[config.mk]
export PLATFORM = sky130hd
export DESIGN_NAME = serial_subtractor_flat
export DESIGN_NICKNAME = d
export VERILOG_FILES = /design/src/rtl/serial_subtractor_if.sv /design/src/rtl/serial_subtractor.sv /design/src/flat_wrapper.sv
export SDC_FILE = /design/constraint.sdc
export NUM_CORES = 1
export LEC_CHECK = 0
export CAP_MARGIN = 5
export CORE_ASPECT_RATIO = 1.4
export CORE_MARGIN = 3
export CORE_UTILIZATION = 50
export DETAILED_ROUTE_END_ITERATION = 10
export PLACE_DENSITY_LB_ADDON = 0.3
export SKIP_CTS_REPAIR_TIMING = 1
export SYNTH_ARGS = -nofsm -noshare
export SYNTH_HDL_FRONTEND = slang
export SYNTH_SLANG_ARGS = --single-unit
[constraint.sdc]
create_clock -name clk -period 1.7 [get_ports clk]
set_input_delay 0.34 -clock clk [delete_from_list [all_inputs] [get_ports clk]]
set_output_delay 0.34 -clock clk [all_outputs]
set_load 0.05 [all_outputs]
[src/rtl/serial_subtractor_if.sv]
// Operation handshake and result bus between a controller and serial_subtractor.
// The controller drives start/operands; the subtractor returns status and result.
interface serial_subtractor_if #(
  parameter int WIDTH = 8
);
  logic             start;
  logic [WIDTH-1:0] a;
  logic [WIDTH-1:0] b;
  logic             bin;
  logic             busy;
  logic             done;
  logic [WIDTH-1:0] diff;
  logic             bout;
  logic             ovf;

  modport master (
    output start, a, b, bin,
    input  busy, done, diff, bout, ovf
  );

  modport slave (
    input  start, a, b, bin,
    output busy, done, diff, bout, ovf
  );
endinterface

[src/rtl/serial_subtractor.sv]
// Bit-serial a - b - bin, LSB first, one full-subtractor step per clock.
// Start/busy/done handshake; all outputs come straight from flops.
module serial_subtractor #(
  parameter int WIDTH = 8  // must be >= 2
) (
  input logic               clk,
  input logic               rst_n,
  serial_subtractor_if.slave bus
);

  localparam int CW = $clog2(WIDTH);
  localparam logic [CW-1:0] LAST = CW'(WIDTH - 1);

  typedef enum logic [1:0] {
    S_IDLE,
    S_RUN,
    S_DONE
  } state_t;

  state_t state, state_n;

  logic accept;
  logic step;
  logic finish;

  logic [WIDTH-1:0] a_sh;
  logic [WIDTH-1:0] b_sh;
  logic [WIDTH-2:0] part;
  logic [CW-1:0]    cnt;
  logic             borrow;

  logic             busy_q;
  logic             done_q;
  logic [WIDTH-1:0] diff_q;
  logic             bout_q;
  logic             ovf_q;

  // Full subtractor as two half-subtractor stages on the current LSBs.
  logic x, y, c;
  logic d1, b1, dbit, b2, borrow_n;

  always_comb begin
    x        = a_sh[0];
    y        = b_sh[0];
    c        = borrow;
    d1       = x ^ y;
    b1       = ~x & y;
    dbit     = d1 ^ c;
    b2       = ~d1 & c;
    borrow_n = b1 | b2;
  end

  // NOTE: every signal gets a default before the case so no path leaves it unassigned (no latches).
  always_comb begin
    state_n = state;
    accept  = 1'b0;
    step    = 1'b0;
    finish  = 1'b0;
    case (state)
      S_IDLE: begin
        if (bus.start) begin
          accept  = 1'b1;
          state_n = S_RUN;
        end
      end
      S_RUN: begin
        step = 1'b1;
        if (cnt == LAST) begin
          finish  = 1'b1;
          state_n = S_DONE;
        end
      end
      S_DONE: begin
        if (bus.start) begin
          accept  = 1'b1;
          state_n = S_RUN;
        end else begin
          state_n = S_IDLE;
        end
      end
      default: state_n = S_IDLE;
    endcase
  end

  // busy/done are registered from the next state so they align with the state they describe.
  // NOTE: sequential state uses non-blocking assignments so all flops update from pre-edge values.
  always_ff @(posedge clk) begin
    if (!rst_n) begin
      state  <= S_IDLE;
      busy_q <= 1'b0;
      done_q <= 1'b0;
    end else begin
      state  <= state_n;
      busy_q <= (state_n == S_RUN);
      done_q <= (state_n == S_DONE);
    end
  end

  // NOTE: the datapath flops are reset too, so an aborted run leaves no stale partial state behind.
  always_ff @(posedge clk) begin
    if (!rst_n) begin
      a_sh   <= '0;
      b_sh   <= '0;
      part   <= '0;
      cnt    <= '0;
      borrow <= 1'b0;
      diff_q <= '0;
      bout_q <= 1'b0;
      ovf_q  <= 1'b0;
    end else begin
      if (accept) begin
        a_sh   <= bus.a;
        b_sh   <= bus.b;
        borrow <= bus.bin;
        cnt    <= '0;
      end else if (step) begin
        a_sh   <= a_sh >> 1;
        b_sh   <= b_sh >> 1;
        borrow <= borrow_n;
        // Shift in from the top; the last bit goes straight to diff, so part is one bit short.
        part   <= (WIDTH-1)'({dbit, part} >> 1);
        cnt    <= cnt + CW'(1);
      end

      // On the final edge the operand LSBs are the original sign bits.
      if (finish) begin
        diff_q <= {dbit, part};
        bout_q <= borrow_n;
        ovf_q  <= (x != y) && (dbit != x);
      end
    end
  end

  assign bus.busy = busy_q;
  assign bus.done = done_q;
  assign bus.diff = diff_q;
  assign bus.bout = bout_q;
  assign bus.ovf  = ovf_q;

endmodule

[src/flat_wrapper.sv]
// flat-port wrapper written by rule: the top's interface ports become plain ports
module serial_subtractor_flat 
#(
  parameter int WIDTH = 8                 
)
  (clk, rst_n, bus_start, bus_a, bus_b, bus_bin, bus_busy, bus_done, bus_diff, bus_bout, bus_ovf);
  serial_subtractor_if #(.WIDTH(WIDTH)) bus_i ();
  input logic clk;
  input logic rst_n;
  input wire logic [$bits(bus_i.start)-1:0] bus_start;
  input wire logic [$bits(bus_i.a)-1:0] bus_a;
  input wire logic [$bits(bus_i.b)-1:0] bus_b;
  input wire logic [$bits(bus_i.bin)-1:0] bus_bin;
  output wire logic [$bits(bus_i.busy)-1:0] bus_busy;
  output wire logic [$bits(bus_i.done)-1:0] bus_done;
  output wire logic [$bits(bus_i.diff)-1:0] bus_diff;
  output wire logic [$bits(bus_i.bout)-1:0] bus_bout;
  output wire logic [$bits(bus_i.ovf)-1:0] bus_ovf;
  assign bus_i.start = bus_start;
  assign bus_i.a = bus_a;
  assign bus_i.b = bus_b;
  assign bus_i.bin = bus_bin;
  assign bus_busy = bus_i.busy;
  assign bus_done = bus_i.done;
  assign bus_diff = bus_i.diff;
  assign bus_bout = bus_i.bout;
  assign bus_ovf = bus_i.ovf;
  serial_subtractor #(.WIDTH(WIDTH)) u_core (.clk(clk), .rst_n(rst_n), .bus(bus_i));
endmodule
==> reports/results.tsv <==
stage	metric	value	unit
outcome	status	finished clean	
placed_design	dpl_cell_area	1960	sq um
power_and_ir_drop	internal_power	0.00144	W
synthesis	synth_cells	186	
final_layout	fin_area	2040	sq um
power_and_ir_drop	cellLeakagePower	0.743	nW
placed_design	io_buffers	31	
power_and_ir_drop	ir_drop	0.901	mV
final_layout	layout_common_cells	dfxtp_1 (41), nand2_1 (37), a21oi_1 (32)	
critical_path	crit_slowest_cell	and3b_1	
critical_path	cp-start-kind	flop	
critical_path	worst-r2r-setup-slack	250	ps
clock_network	cts_tree	built	
final_layout	final_common_cell	dfxtp_1	
synthesis	ys_ff_latch	41	
job	maxCapViolCount	0	
sta	drv_slew	0	
worst_hold_path	hold_path_depth	2	
critical_path	end_kind	flop	
drt	wl_per_cell	12.9	um
power_and_ir_drop	p_seq_share	54.0	%
synthesis	netlist_area	1670	sq um
power_and_ir_drop	p_clk_share	33.0	%
global_routing	globalRoute.totalOverflow	0	
floorplan	core	3150	sq um
critical_path	crit_type	flop to flop	
critical_path	r2r-start	u_core.cnt[0]	
synthesis	ys_seq_area_share	49.0	%
final_layout	drive_gt1_share	15.3	%
drt	ant_nets	0	
drt	drt_iter0_markers	57	
worst_hold_path	hp-class	flop to flop	
final_layout	nets	239	
critical_path	r2r_end	u_core.bus.bout	
drt	routed_wl	3.28	mm
sta	maxSlewHeadroom	75.2	%
clock_network	root_buffer	clkbuf_8	
power_and_ir_drop	p_per_area	924	nW/um^2
sta	setup_viol	0	
sta	finalWorstSetupSlack	248	ps
synthesis	synth_area_per_cell	9.00	sq um
clock_network	clk_path_buf_depth	2	
synthesis	ys.warnings.count	0	
sta	max_freq	689	MHz
sta	worstMarginPinSlew	372	ps
critical_path	cp.depth	5	
critical_path	cp-endpoint	u_core.bus.bout	
critical_path	cp_cell_sequence	ha_1 > ha_1 > and3b_1 > nor2_1 > a211oi_2	
global_routing	grt_usage	19.0	%
floorplan	initial_core_util	53.1	%
clock_network	insertion_delay	290	ps
floorplan	rows	24	
critical_path	cp_max_fo	10	
critical_path	crit_buf_inv	0	
final_layout	diodes	0	
sta	rsz0062_at_grt	no	
floorplan	io_pins	32	
global_routing	grt_pass1_wl	5.58	mm
sta	hold_ws	456	ps
sta	setup_tns	0	ps
synthesis	syn_nets	210	
drt	dr.pass1.iters	4	
critical_path	crit_arrival	1670	ps
clock_network	cts.sinks	41	
final_layout	area_delta_synth_final	22.0	%
sta	min_period	1450	ps
critical_path	critPathRequiredTime	1920	ps
final_layout	utilization	64.8	%
power_and_ir_drop	switching_power	0.000452	W
drt	vias_per_cell	5.37	
drt	vias	1363	
global_routing	grt_pass1_vias	1307	
clock_network	clk_pin_slew_worst_paths	70	ps
clock_network	htree_levels	2	
critical_path	reg2regPathDepth	5	
sta	fin_crit_sh	85.4	%
power_and_ir_drop	p_comb_share	13.0	%
critical_path	slowest_delay	390	ps
clock_network	cts_buffers	5	
floorplan	die_h	74.5	um
critical_path	cpLargestDelayFamily	simple AND/OR/NAND/NOR gates	
global_routing	antenna_found_initial	0	
sta	fin_skew	3.62	ps
critical_path	cpMostUsedCell	ha_1	
floorplan	die_area	4090	sq um
global_routing	grt_max_degree	38	
power_and_ir_drop	power.share.switching	23.9	%
placed_design	pre_cts_slack	172	ps
floorplan	die_w	54.9	um
sta	hold_violations	0	
critical_path	critical_path.startpoint	u_core.cnt[0]	
placed_design	gp_congestion	0.726	
synthesis	ys_types	27	
placed_design	dp_hpwl	2.29	mm
drt	drc	0	
-- power groups by stage --
stage / combinational [W] / sequential, W / clock [W]
3_5_place_dp: 0.000245 / 0.00104 / 0
5_1_grt: 0.000271 / 0.00102 / 0.000690
4_1_cts: 0.000246 / 0.00102 / 0.000651
2_1_floorplan: 0.000168 / 0.00104 / 0
6_report: 0.000245 / 0.00102 / 0.000623
3_3_place_gp: 0.000236 / 0.00104 / 0
-- logic make-up (layout without fill, tap and decap cells) --
group / Yosys count / count (layout) / synth area share [%]
buffers and inverters: 20 / 49 / 8.29
AO/OA/AOI/OAI: 52 / 52 / 20.0
AND/OR/NAND/NOR: 67 / 67 / 18.2
XOR/XNOR: 2 / 2 / 1.05
flip-flops: 41 / 41 / 49.0
adder cells (fa/ha/maj): 4 / 4 / 3.44
-- Yosys cell counts, drive strengths merged --
cell / number / area (sq um)
clkbuf: 1 / 3.75
nor2: 6 / 22.5
nand3b: 1 / 7.51
a211oi: 1 / 12.5
nand2b: 2 / 12.5
and2b: 1 / 7.51
o41ai: 1 / 8.76
a21oi: 34 / 178
nor2b: 1 / 6.26
ha: 3 / 37.5
nand3: 18 / 100
a22oi: 14 / 120
inv: 4 / 15.0
buf: 15 / 120
fa: 1 / 20.0
a2bb2oi: 1 / 8.76
dfxtp: 41 / 821
nand2: 37 / 139
o21a: 1 / 7.51
xnor2: 2 / 17.5
and3b: 1 / 8.76
-- how the worst min path moves through the flow --
stage | endpoint | from | slack [ps]
after floorplan | u_core.bus.diff[0] | u_core.part[0] | 430
after global placement | u_core.bus.diff[0] | u_core.part[0] | 440
after detailed placement | u_core.bus.diff[6] | u_core.bus.diff[6] | 450
after CTS | u_core.bus.diff[6] | u_core.bus.diff[6] | 460
after global routing | u_core.bus.diff[4] | u_core.bus.diff[4] | 480
final | u_core.bus.diff[7] | u_core.bus.diff[7] | 460
-- metal layers --
layer / part of all wire (%) / track usage [%] / vias to the layer above / wire, um
met3: 4.8 / 6.41 / 8 / 158
met4: 2.7 / 10.0 / 0 / 87
li1: - / - / 688 / -
met5: 0 / 0 / - / 0
met1: 39 / 20.2 / 636 / 1280
met2: 53 / 32.2 / 31 / 1750
-- through the flow --
stage | total power (W) | cells
5_1_grt | 0.00199 | 254
6_report | 0.00189 | 254
3_3_place_gp | 0.00128 | 247
3_5_place_dp | 0.00129 | 247
2_1_floorplan | 0.00121 | 186
4_1_cts | 0.00192 | 254
-- flip-flops by register name, indices dropped and copies added, names as in the netlist --
register / count
u_core.part: 7
u_core.bus.bout: 1
u_core.bus.busy: 1
u_core.borrow: 1
u_core.bus.diff: 8
u_core.bus.ovf: 1
u_core.cnt: 3
u_core.bus.done: 1
u_core.a_sh: 8
u_core.b_sh: 8
u_core.state: 2
-- layout make-up --
type	instances	area, sq um
multi-input cells	125	714
repair buffers	38	358
clock buffers	7	86.3
well taps	39	48.8
fillers	271	1110
inverters	4	15.0
flip-flops and latches	41	821
-- worst register-to-register path, stage by stage, from the launching register on --
cell	delay (ps)
dfxtp_1	350
ha_1	160
ha_1	200
and3b_1	390
nor2_1	90
a211oi_2	180
(Power assumes the default switching activity.)
